`src/rtl/uart_tx_pkg.sv`:
```
// Shared types and encodings for the UART transmit frame controller.
package uart_tx_pkg;

  typedef enum logic [2:0] {
    ST_IDLE   = 3'd0,
    ST_START  = 3'd1,
    ST_DATA   = 3'd2,
    ST_PARITY = 3'd3,
    ST_STOP   = 3'd4,
    ST_STOP2  = 3'd5
  } tx_state_t;

  localparam logic [1:0] SEL_START = 2'b00;
  localparam logic [1:0] SEL_DATA  = 2'b01;
  localparam logic [1:0] SEL_PAR   = 2'b10;
  localparam logic [1:0] SEL_STOP  = 2'b11;

  function automatic logic [1:0] sel_of(input tx_state_t st);
    case (st)
      ST_START:  sel_of = SEL_START;
      ST_DATA:   sel_of = SEL_DATA;
      ST_PARITY: sel_of = SEL_PAR;
      default:   sel_of = SEL_STOP;
    endcase
  endfunction

  function automatic int cnt_width(input int w);
    cnt_width = (w > 1) ? $clog2(w) : 1;
  endfunction

endpackage

```
`src/rtl/uart_parity_calc.sv`:
```
// Payload parity: XOR-reduce, inverted when odd parity is selected.
module uart_parity_calc #(
  parameter int DATA_WIDTH = 8
) (
  input  logic [DATA_WIDTH-1:0] data,
  input  logic                  odd,
  output logic                  par
);

  assign par = (^data) ^ odd;

endmodule

```
`src/rtl/uart_tx_ctrl.sv`:
```
// UART TX frame sequencer driving the output mux; all outputs are flops.
// Optional feature: define UART_TX_STOP2_EN for the Stop2 port and a second stop bit.
module uart_tx_ctrl
  import uart_tx_pkg::*;
#(
  parameter int DATA_WIDTH = 8
) (
  input  logic                  CLK,
  input  logic                  RST,
  input  logic [DATA_WIDTH-1:0] P_DATA,
  input  logic                  Data_Valid,
  input  logic                  PAR_EN,
  input  logic                  PAR_TYP,
`ifdef UART_TX_STOP2_EN
  input  logic                  Stop2,
`endif
  output logic [1:0]            MUX_Sel,
  output logic                  Ser_Data,
  output logic                  PAR_bit,
  output logic                  Busy
);

  localparam int CNT_W = cnt_width(DATA_WIDTH);
  localparam logic [CNT_W-1:0] CNT_LAST = CNT_W'(DATA_WIDTH - 1);

  tx_state_t               state_r, state_s;
  logic [CNT_W-1:0]        cnt_r, cnt_s;
  logic [DATA_WIDTH-1:0]   data_r, data_s;
  logic                    par_en_r, par_en_s;
  logic                    par_bit_r, par_bit_s;
  logic                    par_calc_s;
  logic                    accept_s, last_stop_s;
  logic                    ser_s;
  logic [1:0]              mux_sel_r;
  logic                    ser_data_r, busy_r;
`ifdef UART_TX_STOP2_EN
  logic                    stop2_r, stop2_s;
`endif

  uart_parity_calc #(.DATA_WIDTH(DATA_WIDTH)) u_par (
    .data (P_DATA),
    .odd  (PAR_TYP),
    .par  (par_calc_s)
  );

  // A new byte may be taken from idle or from the final stop bit (no idle gap).
  always_comb begin
`ifdef UART_TX_STOP2_EN
    last_stop_s = ((state_r == ST_STOP) && !stop2_r) || (state_r == ST_STOP2);
`else
    last_stop_s = (state_r == ST_STOP);
`endif
    accept_s = Data_Valid && ((state_r == ST_IDLE) || last_stop_s);
  end

  // Next-state, counter and latch logic.
  always_comb begin
    state_s   = state_r;
    cnt_s     = cnt_r;
    data_s    = data_r;
    par_en_s  = par_en_r;
    par_bit_s = par_bit_r;
`ifdef UART_TX_STOP2_EN
    stop2_s   = stop2_r;
`endif
    if (accept_s) begin
      data_s    = P_DATA;
      par_en_s  = PAR_EN;
      par_bit_s = par_calc_s;
`ifdef UART_TX_STOP2_EN
      stop2_s   = Stop2;
`endif
    end else begin
      data_s    = data_r;
    end

    case (state_r)
      ST_IDLE: begin
        if (accept_s) state_s = ST_START;
        else          state_s = ST_IDLE;
      end
      ST_START: begin
        state_s = ST_DATA;
        cnt_s   = {CNT_W{1'b0}};
      end
      ST_DATA: begin
        if (cnt_r == CNT_LAST) begin
          state_s = par_en_r ? ST_PARITY : ST_STOP;
        end else begin
          cnt_s = cnt_r + CNT_W'(1);
        end
      end
      ST_PARITY: state_s = ST_STOP;
      ST_STOP: begin
`ifdef UART_TX_STOP2_EN
        if (stop2_r)       state_s = ST_STOP2;
        else if (accept_s) state_s = ST_START;
        else               state_s = ST_IDLE;
`else
        if (accept_s) state_s = ST_START;
        else          state_s = ST_IDLE;
`endif
      end
`ifdef UART_TX_STOP2_EN
      ST_STOP2: begin
        if (accept_s) state_s = ST_START;
        else          state_s = ST_IDLE;
      end
`endif
      default: state_s = ST_IDLE;
    endcase

    if (state_s == ST_DATA) ser_s = data_s[cnt_s];
    else                    ser_s = 1'b0;
  end

  // State, payload and output registers; outputs are decoded from next state.
  always_ff @(posedge CLK or negedge RST) begin
    if (!RST) begin
      state_r    <= ST_IDLE;
      cnt_r      <= {CNT_W{1'b0}};
      data_r     <= {DATA_WIDTH{1'b0}};
      par_en_r   <= 1'b0;
      par_bit_r  <= 1'b0;
      mux_sel_r  <= SEL_STOP;
      ser_data_r <= 1'b0;
      busy_r     <= 1'b0;
`ifdef UART_TX_STOP2_EN
      stop2_r    <= 1'b0;
`endif
    end else begin
      state_r    <= state_s;
      cnt_r      <= cnt_s;
      data_r     <= data_s;
      par_en_r   <= par_en_s;
      par_bit_r  <= par_bit_s;
      mux_sel_r  <= sel_of(state_s);
      ser_data_r <= ser_s;
      busy_r     <= (state_s != ST_IDLE);
`ifdef UART_TX_STOP2_EN
      stop2_r    <= stop2_s;
`endif
    end
  end

  assign MUX_Sel  = mux_sel_r;
  assign Ser_Data = ser_data_r;
  assign PAR_bit  = par_bit_r;
  assign Busy     = busy_r;

endmodule
```
`config.mk`:
```
export PLATFORM = sky130hd
export DESIGN_NAME = uart_tx_ctrl
export DESIGN_NICKNAME = d
export VERILOG_FILES = /design/src/rtl/uart_tx_pkg.sv /design/src/rtl/uart_parity_calc.sv /design/src/rtl/uart_tx_ctrl.sv
export SDC_FILE = /design/constraint.sdc
export NUM_CORES = 1
export LEC_CHECK = 0
export CELL_PAD_IN_SITES_DETAIL_PLACEMENT = 1
export CELL_PAD_IN_SITES_GLOBAL_PLACEMENT = 1
export CORE_ASPECT_RATIO = 0.8
export CORE_MARGIN = 1
export CORE_UTILIZATION = 38
export CTS_CLUSTER_DIAMETER = 120
export DETAILED_ROUTE_END_ITERATION = 12
export PLACE_DENSITY = 0.82
export RECOVER_POWER = 50
export SYNTH_ARGS = -nofsm -noshare
export SYNTH_HDL_FRONTEND = slang
export SYNTH_SLANG_ARGS = --single-unit
```
`constraint.sdc`:
```
create_clock -name CLK -period 3.1 [get_ports CLK]
set_input_delay 0.31 -clock CLK [delete_from_list [all_inputs] [get_ports CLK]]
set_output_delay 0.31 -clock CLK [all_outputs]
set_load 0.01 [all_outputs]
```
======== Word level (Yosys, flattened, before mapping) ========
Index checks and enable logic that the tools add are counted.
storage, ports and cells
  register bits after elaboration ......... 20
  bits of input ports ..................... 13
  logic and storage cells ................. 36
cells by class
  add/subtract/negate cells ............... 1
  magnitude comparators ................... 1
  eq/ne operators ......................... 8
  muxes and demuxes ....................... 11
  bitwise logic cells ..................... 1
  reductions and logical operators ........ 6
operators by type and width
  kind                 number
  $eq 3x2->1 const B   4
  $pmux 3 s4           1
  $mux 3               3
  $mux 8               1
  $reduce_xor 8->1     1
  $eq 3x1->1 const B   2
  $eq 3x3->1 const B   2
  $pmux 2 s3           1
  $pmux 3 s2           1
  $lt 3x4->1 const B   1
  $add 3x1->3 const B  1
  $bmux 1 s3           1
  $logic_not 3->1      1
  $mux 1               3
  $reduce_bool 3->1    1
  $reduce_or 2->1      1
  $logic_and 1x1->1    1
  $logic_or 1x1->1     1
  $xor 1x1->1          1

======== Depth between registers and ports, before layout ========
Gate-level depths: netlist (run 1).
  depth after elaboration ................. 7
  depth in mapped cells ................... 8

======== Hierarchy ========
From an unflattened synthesis (run 1), not the netlist that was laid out.
second synthesis, totals
  cells, all modules ...................... 86
  area, all modules ....................... 1063.5 um^2
by module, submodules not included
  module            times used  cells an instance  area an instance (um^2)  seq. area each (um^2)
  uart_tx_ctrl      1           79                 980.9                    503.0
  uart_parity_calc  1           7                  82.6                     0.0

======== Worst setup path after synthesis (run 1) ========
No wires, ideal clock.
  kind .................................... reg2reg
  from .................................... register cnt_r[0]
  to ...................................... register ser_data_r, in the netlist Ser_Data
  library setup time ...................... 0.120 ns
  data arrival time ....................... 1.962 ns
  data required time ...................... 2.980 ns
  path slack .............................. 1.017 ns
  stages on the path, launching flop included .. 8
  buffers on the path ..................... 0
  period minus slack after synthesis ...... 2.083 ns
  cell sequence ........................... dfrtp_1 ha_1 a211oi_4 nor2_2 a211oi_4 mux2_4 a2bb2oi_2 and4_1
between the ends
  longest elaborated chain between the ends .. 6
RTL lines
  what                                       line                                    RTL
  start: declaration                         uart_tx_ctrl.sv:27                      logic [CNT_W-1:0] cnt_r, cnt_s;
  start signal: assignment                   uart_tx_ctrl.sv:121                     cnt_r <= {CNT_W{1'b0}};
  start signal: assignment                   uart_tx_ctrl.sv:133                     cnt_r <= cnt_s;
  $add 3x1->3 or $eq 3x3->1 (tied branches)  uart_tx_ctrl.sv:90, uart_tx_ctrl.sv:87
  $mux 3                                     uart_tx_ctrl.sv:87                      if (cnt_r == CNT_LAST) begin
  $pmux 3 s2                                 uart_tx_ctrl.sv:77                      case (state_r)
  $bmux 1 s3                                 uart_tx_ctrl.sv:113                     if (state_s == ST_DATA) ser_s = data_s[cnt_s];
  $mux 1 (implied by the code)               uart_tx_ctrl.sv:113
  $mux 1 *                                   uart_tx_ctrl.sv:113
  named net ser_s                            uart_tx_ctrl.sv:33                      logic ser_s;
  end signal: assignment                     uart_tx_ctrl.sv:138                     ser_data_r <= ser_s;
  end: declaration                           uart_tx_ctrl.sv:35                      logic ser_data_r, busy_r;
Mark *: on every way through the listed nets, which the timed path passes. The rest lies on a longest branch. The select of a mux whose other input is x is not followed.
A chain may end at the register's enable or synchronous reset.

======== Worst setup path after layout (run 1) ========
  from .................................... register state_r[0]
  to ...................................... register ser_data_r, in the netlist Ser_Data
between the ends
  longest elaborated chain between the ends .. 7
RTL lines
  what                                           line                                    RTL
  start: declaration                             uart_tx_ctrl.sv:26                      tx_state_t state_r, state_s;
  start signal: assignment                       uart_tx_ctrl.sv:132                     state_r <= state_s;
  $eq 3x3->1 or $logic_not 3->1 (tied branches)  uart_tx_ctrl.sv:51, uart_tx_ctrl.sv:53
  $logic_or 1x1->1 *                             uart_tx_ctrl.sv:53                      accept_s = Data_Valid && ((state_r == ST_IDLE) || last_stop_s);
  $logic_and 1x1->1 *                            uart_tx_ctrl.sv:53
  $mux 8 *                                       uart_tx_ctrl.sv:66                      if (accept_s) begin
  named net data_s[7]                            uart_tx_ctrl.sv:28                      logic [DATA_WIDTH-1:0] data_r, data_s;
  $bmux 1 s3 *                                   uart_tx_ctrl.sv:113
  $mux 1 (implied by the code) *                 uart_tx_ctrl.sv:113
  $mux 1 *                                       uart_tx_ctrl.sv:113
  named net ser_s                                uart_tx_ctrl.sv:33
Marks and branches as above.

==> results of run 1 <==
stage by stage:
step / worst slack (ns) / std cells / power [mW]
global placement: 0.729 / 138 / 1.14
CTS: 0.698 / 142 / 1.37
finish: 0.675 / 142 / 1.36
detailed placement: 0.619 / 138 / 1.20
floorplan: 1.02 / 89 / 1.01
global route: 0.605 / 142 / 1.45
cells in the final DEF, fill, tap and decap left out, types with 2 or more instances in the layout:
cell type and n:
clkdlybuf4s50_1 16, nor3b_1 2, nand2_1 7, a211oi_4 2, dfrtp_1 18, clkbuf_4 3
mux2_2 9, o21ai_0 3, inv_1 3, nor2_1 5, dfstp_2 2, mux2i_1 4
nor2_2 2, nand2b_1 3, a21oi_1 4, xnor2_1 7, xor2_1 2
cell type report:
| cell class | instances | area [µm²] |
|---|---|---|
| fill | 278 | 1260 |
| sequential | 20 | 503 |
| multi-input combinational | 62 | 495 |
| tap | 36 | 45.0 |
| timing repair buffer | 17 | 170 |
| clock buffer | 4 | 36.3 |
| inverter | 3 | 11.3 |
worst paths after layout:
check	slack [ns]	from	to
worst min-delay path	0.51	data_r[1]	data_r[1]
worst min register to register	0.51	data_r[1]	data_r[1]
max in group asynchronous	1.99	RST	data_r[7]
worst max register to register	0.67	state_r[0]	Ser_Data
worst max-delay path	0.67	state_r[0]	Ser_Data
min in group asynchronous	0.56	RST	state_r[0]
layer usage:
metal / vias up / GRT usage, % / part of all wire [%] / routed length [µm]
met5: - / 0 / 0 / 0
li1: 340 / - / - / -
met2: 15 / 34.4 / 53 / 1290
met3: 7 / 1.59 / 2.9 / 71
met4: 0 / 10.2 / 2.8 / 69
met1: 381 / 21.6 / 41 / 1010
registers in the layout (all words and copies together), names as in the netlist:
signal	flops
Ser_Data	1
MUX_Sel	2
cnt_r	3
Busy	1
data_r	8
state_r	3
PAR_bit	1
par_en_r	1
worst max-delay path: stages, from the launching register on:
cell and delay [ns]:
dfrtp_1 0.57, nand2b_1 0.27, nor2_2 0.46, mux2_2 0.42, mux2_4 0.27, a2bb2oi_2 0.16
and4_1 0.18
logic make-up after synthesis:
family                     Yosys count  synth area share, %
xor gates and xnor gates             9                 7.57
adders and majority gates            1                 1.20
buffers and inverters                7                 4.09
DFF                                 20                 48.3
and+or+nand+nor                     26                 13.7
muxes                               14                 15.0
AOI/OAI and AO/OA                   12                 10.1
power by group through the flow:
stage,combinational [mW],clock (mW),sequential [mW]
after floorplan,0.546,0,0.460
after global placement,0.648,0,0.496
after detailed placement,0.688,0,0.512
after CTS,0.703,0.160,0.507
after global routing,0.761,0.164,0.524
final,0.693,0.155,0.508
==> qor.txt, run 1 <==
status - completed
WS Path Type - reg -> reg
routed len/inst - 17.2 µm
Root Buffer - clkbuf_4
hold depth - 1
max cap viols - 0
LEAKAGE - 0.522 nW
Crit Path Max Fanout - 12
post_cts resized - 0
placer congestion estimate - 0.746
synth unique cells - 30
Initial Util - 41.3%
clk sinks - 20
Post-CTS Setup Inserts - 0
first-pass GRT wire length - 3940 µm
final core utilization - 50.0%
Setup crit end kind - flop
pin count of the biggest net entering global routing - 21
Post-DP Area - 1220 µm²
htree depth - 1
Total GRT Usage - 19.1%
TritonCTS clock tree - built
Yosys reg bits - 20
RSZ-0062 raised after global routing - no
Syn Nets - 103
most frequent cell after synthesis - dfrtp_1
vias in the first global route - 850
area share of the largest cell type after synthesis - 43.3%
top achievable clock speed - 412 MHz
nets - 121
FP Rows - 16
Antenna Nets Post-Route - 0
post-layout instance area - 1260 µm²
Synth Flop Type - dfrtp_1
Power Dens Cells - 1080 nW/µm²
top cells by area, synth - dfrtp_1 43%, mux2_2 9.7%, xnor2_1 5.9%
initial antenna violation count - 0
Setup TNS - 0 ns
Int Power - 811 µW
Skew-Pair Late Insertion Delay - 0.31 ns
share of cells above drive strength 1 - 20.8%
synthesized netlist cell count - 89
Post-synth EDFFs - 0
Routed WL - 2450 µm
required time worst endpoint - 3.31 ns
Synth Warn # - 0
Slew headroom - 40.0%
fin. max-slew vios - 0
vias - 743
syn_area_per_cell - 11.7 µm²
n_diodes - 0
r2r worst-path depth - 6
Avg Vias per Cell - 5.23
Psw - 545 µW
Worst Max-Slew Pin Slew - 0.897 ns
Worst IR Drop VDD - 0.000310 V
Final min period - 2.43 ns
Die Width - 60.5 µm
top cells by count, synth - 18 x dfrtp_1, 9 x mux2_2, 7 x nand2_1, 7 x xnor2_1, 5 x nor2_1
Gate power share - 51.1%
grt total ovfl - 0
cts bufs inserted - 3
DP HPWL - 1870 µm
Hold Fails Final Rpt - 0
CTS Hold Bufs - 0
drt drc - 0
core area - 2520 µm²
CTS clk-pin slew, worst paths - 0.12 ns
Startpoint Class - flop
Port-buffer cells - 17
First-pass DRT Iterations - 4
Setup violations, final - 0
crit path DAT - 2.64 ns
die area - 2950 µm²
Syn Std Cell Area - 1040 µm²
Die Span Y - 48.8 µm
Final Skew - 0.00921 ns
ys async rst share - 100%
register area share after synthesis - 48.3%
Seq pwr share - 37.5%
clock buffer depth - 2
initial drt markers - 14
Yosys top cell by area - dfrtp_1
I/O pin count - 18
worst hold path class - reg -> reg
synthesis-to-layout area growth - 21.2%
Final Cycle Share - 78.2%
Sw Ratio - 40.2%
clock power share - 11.5%
final hold slack - 0.512 ns
Note: power is estimated with default switching activity, not from simulation.
==> run 2, diff against run 1 <==
==> constraint.sdc (replaced) <==
create_clock -name CLK -period 2.48 [get_ports CLK]
set_input_delay 0.248 -clock CLK [delete_from_list [all_inputs] [get_ports CLK]]
set_output_delay 0.248 -clock CLK [all_outputs]
set_load 0.01 [all_outputs]
==> run 2 against run 1 <==
Against the previous run: hold slack lost 0.019 ns; flip-flop and latch count is the same; critical endpoint unchanged; highest routed layer unchanged; final cell count grew 0.70%.
==> qor.txt, run 2 (synthesized netlist as in run 1, its figures left out) <==
Place WS - 0.227 ns
Setup violations, final - 0
Final Cycle Share - 92.0%
core area - 2520 µm²
die area - 2950 µm²
LEAKAGE - 0.528 nW
placer congestion estimate - 0.867
Port-buffer cells - 17
Hold Fails Final Rpt - 0
Initial Util - 41.3%
post_cts resized - 0
post-layout instance area - 1270 µm²
Final Skew - 0.00910 ns
WS Path Type - reg -> reg
Worst IR Drop VDD - 0.000469 V
Setup WS post-layout - 0.198 ns
clock power share - 11.1%
Top Registers - data_r (8), cnt_r (3), state_r (3)
Antenna Nets Post-Route - 0
grt total ovfl - 0
initial drt markers - 8
clk sinks - 20
sum of buffers and inverters on the critical path - 0
Power Dens Cells - 1320 nW/µm²
Final min period - 2.28 ns
CP delay by family, top - compound AO/OA/AOI/OAI gates
CTS Hold Bufs - 0
share of cells above drive strength 1 - 21.5%
DP HPWL - 1640 µm
Post-DP Area - 1230 µm²
status - completed
slowest stage delay, CP - 0.46 ns
worst-path cell chain - ha_1 -> a211oi_4 -> nor2_2 -> a211oi_4 -> mux2_4 -> a2bb2oi_2 -> and4_1
CTS clk-pin slew, worst paths - 0.11 ns
Startpoint Class - flop
Slew headroom - 41.9%
First-pass DRT Iterations - 2
commonest cells after routing, fill and taps aside - 18 x dfrtp_1, 16 x clkdlybuf4s50_1, 9 x mux2_2, 7 x nand2_1, 7 x xnor2_1
nets - 122
Top reg by flops - data_r
commonest non-fill, non-tap cell in the layout - dfrtp_1
max reg flops - 8
Sw Ratio - 39.2%
CP dominant cell by count - a211oi_4
Routed WL - 2250 µm
worst hold path class - in -> async
RSZ-0062 raised after global routing - no
Die Width - 60.5 µm
first-pass GRT wire length - 3840 µm
Psw - 658 µW
required time worst endpoint - 2.68 ns
crit path DAT - 2.49 ns
vias in the first global route - 785
TritonCTS clock tree - built
fin. max-slew vios - 0
synthesis-to-layout area growth - 21.9%
total power - 1.68 mW
Crit Path Max Fanout - 5
Setup crit end kind - flop
FP Rows - 16
routed len/inst - 15.7 µm
htree depth - 1
pin count of the biggest net entering global routing - 21
Skew-Pair Late Insertion Delay - 0.30 ns
clock buffer depth - 2
max cap viols - 0
vias - 706
Setup TNS - 0 ns
Int Power - 1.02 mW
Post-CTS Setup Inserts - 0
Worst path slowest cell - dfrtp_1
Total GRT Usage - 17.8%
I/O pin count - 18
top achievable clock speed - 438 MHz
Gate power share - 51.4%
n_diodes - 0
drt drc - 0
initial antenna violation count - 0
FILL cells - 277
Die Span Y - 48.8 µm
Root Buffer - clkbuf_4
final core utilization - 50.3%
cts bufs inserted - 3
Seq pwr share - 37.5%
Avg Vias per Cell - 4.94
Worst Max-Slew Pin Slew - 0.869 ns
[run 2: layout make-up]
| cell class | instances | area [µm²] | share of cell area [%] |
|---|---|---|---|
| well taps | 36 | 45.0 | 3.55 |
| flip-flops and latches | 20 | 503 | 39.6 |
| clock buffers | 4 | 36.3 | 2.86 |
| repair buffers | 18 | 178 | 14.0 |
| inverters | 3 | 11.3 | 0.888 |
| multi-input cells | 62 | 495 | 39.1 |
[run 2: final timing paths]
path	startpoint	endpoint	slack, ns	depth (start not counted)
max	cnt_r[0]	Ser_Data	0.20	7
min	RST	state_r[0]	0.49	1
max reg2reg	cnt_r[0]	Ser_Data	0.20	7
min reg2reg	data_r[0]	data_r[0]	0.51	1
max in group asynchronous	RST	data_r[1]	1.45	1
min in group CLK	PAR_EN	par_en_r	0.51	3
[run 2: metrics by stage]
stage / std cells / hold slack (ns)
2_1_floorplan: 89 / -0.0476
3_3_place_gp: 139 / 0.487
3_5_place_dp: 139 / 0.486
4_1_cts: 143 / 0.456
5_1_grt: 143 / 0.528
6_report: 143 / 0.492
[run 2: power by group through the flow]
stage	Combinational, mW	Clock, mW	Sequential [mW]
after floorplan	0.682	0	0.575
after global placement	0.821	0	0.618
after detailed placement	0.858	0	0.633
after CTS	0.876	0.193	0.630
after global routing	0.947	0.205	0.651
final	0.863	0.186	0.629
[run 2: routing by layer]
layer	routed length, µm	track usage, %
met5	0	0
met4	38	6.82
met3	59	3.18
met2	1090	28.6
met1	1060	23.8
[run 2: worst register-to-register path, delay by kind of cell (launching register included)]
kind            cells  cell delay [ns]
compound gates      3             0.83
flops               1             0.46
mux                 1             0.35
fa+ha+maj           1             0.29
simple gates        2             0.27
==> run 3, diff against run 2 <==
--- a/config.mk
+++ b/config.mk
@@ -17,3 +17,4 @@
 export SYNTH_ARGS = -nofsm -noshare
 export SYNTH_HDL_FRONTEND = slang
 export SYNTH_SLANG_ARGS = --single-unit
+export TNS_END_PERCENT = 100
==> results of run 3 <==
The final DEF is identical to that of run 2; final timing and power are the same.
==> patch 1: new RTL, flow settings as in run 2 <==
`DATA_WIDTH` is set to 8 in 2 places; all go to 9.
--- a/src/rtl/uart_parity_calc.sv
+++ b/src/rtl/uart_parity_calc.sv
@@ -1,5 +1,5 @@
 // Payload parity: XOR-reduce, inverted when odd parity is selected.
 module uart_parity_calc #(
-  parameter int DATA_WIDTH = 8
+  parameter int DATA_WIDTH = 9
 ) (
   input  logic [DATA_WIDTH-1:0] data,
--- a/src/rtl/uart_tx_ctrl.sv
+++ b/src/rtl/uart_tx_ctrl.sv
@@ -4,5 +4,5 @@
   import uart_tx_pkg::*;
 #(
-  parameter int DATA_WIDTH = 8
+  parameter int DATA_WIDTH = 9
 ) (
   input  logic                  CLK,
Interface: changed (resized P_DATA); port bits go from 18 to 19. The function was not compared with the original's and may differ.
==> patch 1 against run 2 <==
- count of clock-buffer cells in the layout down 1
- routed wire length up 60%
- power up 28%
- synthesized cell count up 67%
- setup slack worse by 0.045 ns
- synthesized area up 38%
- cell area up 36%
- sequential cell count up 2
- largest cell class is now multi-input combinational cells
==> patch 1: results (changes against run 2) <==
| Metric | Value |
|---|---|
| Comb group | 1.14 mW (was 863 uW) |
| Drt pass-1 iters | 4 (was 2) |
| Area of the multi-input gates | 768 um^2 (was 495 um^2) |
| Ratio of cells with drive above 1 in the final layout | 14.5% (was 21.5%) |
| Number of global-route vias before repair | 1185 (was 785) |
| Routed WL | 3600 um (was 2250 um) |
| Nets | 189 (was 122) |
| Run status | finished clean (unchanged) |
| CTS root buf | clkbuf_8 (was clkbuf_4) |
| Clk slew on worst S/H paths | 0.08 ns (was 0.11 ns) |
| Mux share of post-synthesis cell area | 7.43% (was 15.0%) |
| Synth Instances | 149 (was 89) |
| Multi-input gates | 110 (was 62) |
| Worst min-delay path category | register to register (was primary input to async pin) |
| Synth Area in Adders | 1.75% (was 1.20%) |
| Gp weighted congestion | 0.822 (was 0.867) |
| WL per Instance | 16.8 um (was 15.7 um) |
| Die ar. | 4020 um^2 (was 2950 um^2) |
| Post-synth net total | 165 (was 103) |
| Inverters | 9 (was 3) |
| Largest net degree at the start of global routing | 23 (was 21) |
| R2R setup slack | 0.15 ns (was 0.20 ns) |
| Layout non-clock buf frac | 14.2% (was 14.0%) |
| First-pass GRT wire length | 5920 um (was 3840 um) |
| Least-Margin Pin Slew | 1.21 ns (was 0.869 ns) |
| Synth cell count leaders | nand2_1 (25), dfrtp_1 (20), a21oi_1 (9), xnor2_1 (9), mux2i_1 (8) (was dfrtp_1 (18), mux2_2 (9), nand2_1 (7), xnor2_1 (7), nor2_1 (5)) |
| Placed cell area | 1650 um^2 (was 1230 um^2) |
| Int Pwr | 1.29 mW (was 1.02 mW) |
| PD cells | 1250 nW/um^2 (was 1320 nW/um^2) |
| Seq area share | 32.1% (was 39.6%) |
| Worst setup margin | 0.152 ns (was 0.198 ns) |
| Synth Area in Compound Gates | 16.8% (was 10.1%) |
| Worst-path fanout max | 17 (was 5) |
| Synth Area in XOR/XNOR | 6.12% (was 7.57%) |
| Fraction of area in multi-input gates | 44.6% (was 39.1%) |
| First DRT Iteration DRCs | 52 (was 8) |
| FF-to-FF Start | state_r[1] (was cnt_r[0]) |
==> patch 1: cell count changes in the layout (fill, tap and decap cells not counted), sizes merged, moves of 3 or more <==
cell    before  now
buf          1    8
nand2        7   25
nand3        0    3
a21oi        4    9
inv          3    9
nor2b        0    3
nor3         1    5
nand2b       3    7
mux2        10    2
mux2i        4    8
==> patch 1: per-layer routing <==
layer  vias to the layer above  wire length [um]  global-route usage [%]
met5                         -                 0                       0
met4                         0                16                    3.43
met3                         2                95                    4.49
met2                        14              1680                    31.2
met1                       591              1810                    27.7
li1                        553                 -                       -
==> patch 1: worst reg2reg max path: stages, from the launching register on <==
cell      delay (ns)
dfrtp_1         0.74
o21ba_1         0.22
o221a_1         0.39
inv_2           0.13
o41ai_2         0.34
o311ai_1        0.15
a211oi_1        0.25
==> patch 1: repair_timing <==
item / CTS / global route
buffers inserted: 0 / 2
setup endpoints to repair: 0 / 1
resized for setup: 0 / 0
hold endpoints to repair: 0 / 0
==> patch 2: new RTL, flow settings as in run 2 <==
Made on the original files. Register the output `Ser_Data` once more, with the module's reset; this adds one clock of latency there. The other outputs are not delayed to match.
--- a/src/rtl/uart_tx_ctrl.sv
+++ b/src/rtl/uart_tx_ctrl.sv
@@ -145,5 +145,11 @@
 
   assign MUX_Sel  = mux_sel_r;
-  assign Ser_Data = ser_data_r;
+  always_ff @(posedge CLK or negedge RST) begin
+    if (!RST) begin
+      Ser_Data <= '0;
+    end else begin
+      Ser_Data <= ser_data_r;
+    end
+  end
   assign PAR_bit  = par_bit_r;
   assign Busy     = busy_r;
Behaviour: not the same (Yosys sat finds a counterexample within 4 cycles, from zero or initial values and one cycle with RST low).
==> patch 2 against run 2 <==
- sequential cell count rose by 1
- power decreased by 8.2%
- via count is 23% higher
- sequential power increased by 2%
- die area grew 6.4%
- clock power down 9.7%
- global-route usage up 1.3 points
- cell area up 4.3%
- synthesized area is 6.6% higher
- setup slack better by 0.12 ns
- routed wire length rose by 15%
- clock skew about the same
==> patch 2: results (changes against run 2) <==
| Metric | Value |
|---|---|
| Clk slew on worst S/H paths | about 0.12 ns |
| Post-synth net total | 127 (was 103) |
| Gp weighted congestion | 0.831 (was 0.867) |
| VDD IR-drop max | 0.383 mV (was 0.469 mV) |
| Largest net degree at the start of global routing | 22 (was 21) |
| Top Registers | data_r: 8 flops, cnt_r: 3 flops, state_r: 3 flops (unchanged) |
| CTS root buf | clkbuf_4 (unchanged) |
| Dpl cells | 164 (was 139) |
| Max Buffers Root-to-Sink | 2 (unchanged) |
| Post-CTS resize count | 0 (unchanged) |
| Run status | finished clean (unchanged) |
| Skew final | 0.00913 ns (was 0.00910 ns) |
| Lkg Pwr | 0.599 nW (was 0.528 nW) |
| Least-Margin Pin Slew | 1.13 ns (was 0.869 ns) |
| Synth top area cells | dfrtp_1 (43%), nand2_1 (10%), xnor2_1 (5.5%) (was dfrtp_1 (43%), mux2_2 (9.7%), xnor2_1 (5.9%)) |
| WL per Instance | 15.4 um (was 15.7 um) |
| Synth cell count leaders | nand2_1 (31), dfrtp_1 (19), xnor2_1 (7) (was dfrtp_1 (18), mux2_2 (9), nand2_1 (7), xnor2_1 (7), nor2_1 (5)) |
| Yosys warnings | 0 (unchanged) |
| Placed cell area | 1300 um^2 (was 1230 um^2) |
| Inserted Diodes | 0 (unchanged) |
| Critical Path AT | 2.42 ns (was 2.49 ns) |
| First-pass GRT wire length | 4530 um (was 3840 um) |
| Number of global-route vias before repair | 934 (was 785) |
| Worst skew pair latency | between 0.3 and 0.4 ns |
| Total setup buffers inserted after CTS | 0 (unchanged) |
| Synth Instances | 113 (was 89) |
| DP HPWL | 1980 um (was 1640 um) |
| Initial antenna violation count | 0 (unchanged) |
| I/O Buffers | 17 (unchanged) |
| Vias | 868 (was 706) |
| Nets | 145 (was 122) |
| Ratio of cells with drive above 1 in the final layout | 7.69% (was 21.5%) |
| H-tree levels | 1 (unchanged) |
| Worst min-delay path category | register to register (was primary input to async pin) |
| Area of the multi-input gates | 536 um^2 (was 495 um^2) |
| Worst-path fanout max | 9 (was 5) |
| CTS buffer count | 3 (unchanged) |
| GR Util All Layers | 19.1% (was 17.8%) |
| First DRT Iteration DRCs | 24 (was 8) |
| FFs w/ async S/R, synth | 100% (unchanged) |
| Fill cell count | 334 (was 277) |
| Netlist cell types | 36 (was 30) |
| Post-synthesis sequential area ratio | 47.6% (was 48.3%) |
| Drt pass-1 iters | 4 (was 2) |
| Routed WL | 2580 um (was 2250 um) |
[patch 2: cell types whose count changed in the layout (fill, tap and decap cells not counted), sizes merged, moves of 2 or more]
cell / before / now
nand3: 0 / 2
nand2: 7 / 31
nor4: 2 / 0
nor3b: 2 / 0
mux2: 10 / 3
o311ai: 0 / 2
o21ai: 3 / 5
nor2b: 0 / 2
a21oi: 4 / 2
[patch 2: layer usage]
layer	global-route usage, %	part of all wire (%)
met5	0	0
met4	3.49	0
met3	4.77	3.3
met2	33.2	49
met1	24.4	47
[patch 2: critical path: stages, from the launching register on]
cell	delay, ns
dfrtp_1	0.57
nand2_1	0.23
nor4b_1	0.20
a211o_1	0.41
o311ai_0	0.45
o221a_1	0.25
[patch 2: area by class of cell]
type	instances	area share (%)
flip-flops and latches	21	39.9
multi-input cells	84	40.5
well taps	38	3.59
inverters	3	0.851
clock buffers	3	1.70
clock inverters	1	0.378
repair buffers	18	13.1
[patch 2: path summary, 6_finish.rpt]
kind	startpoint	endpoint	slack, ns	cells after the start
setup / recovery	cnt_r[2]	ser_data_r	0.32	5
hold / removal	ser_data_r	Ser_Data	0.37	0
setup reg to reg	cnt_r[2]	ser_data_r	0.32	5
hold reg to reg	ser_data_r	Ser_Data	0.37	0
max in group asynchronous	RST	data_r[0]	1.14	2
min in group asynchronous	RST	data_r[3]	0.66	2
[patch 2: cells by family after synthesis]
| group | count (synthesis) | share of synthesized area [%] |
|---|---|---|
| muxes | 8 | 7.89 |
| and+or+nand+nor | 49 | 19.4 |
| xor gates and xnor gates | 8 | 6.31 |
| buffers and inverters | 8 | 4.17 |
| adders and majority gates | 1 | 1.13 |
| DFF | 21 | 47.6 |
| AOI/OAI and AO/OA | 18 | 13.5 |
[patch 2: per-stage QoR]
step                setup WS, ns  power, mW
finish                     0.316       1.54
global route               0.110       1.67
CTS                        0.309       1.56
detailed placement         0.336       1.39
global placement           0.426       1.33
floorplan                  0.600       1.18
[patch 2: power breakdown]
group	internal, mW	total [mW]	leakage [nW]	switching (mW)
clock	0.0603	0.168	0.0177	0.107
sequential	0.499	0.640	0.258	0.141
combinational	0.355	0.732	0.323	0.377
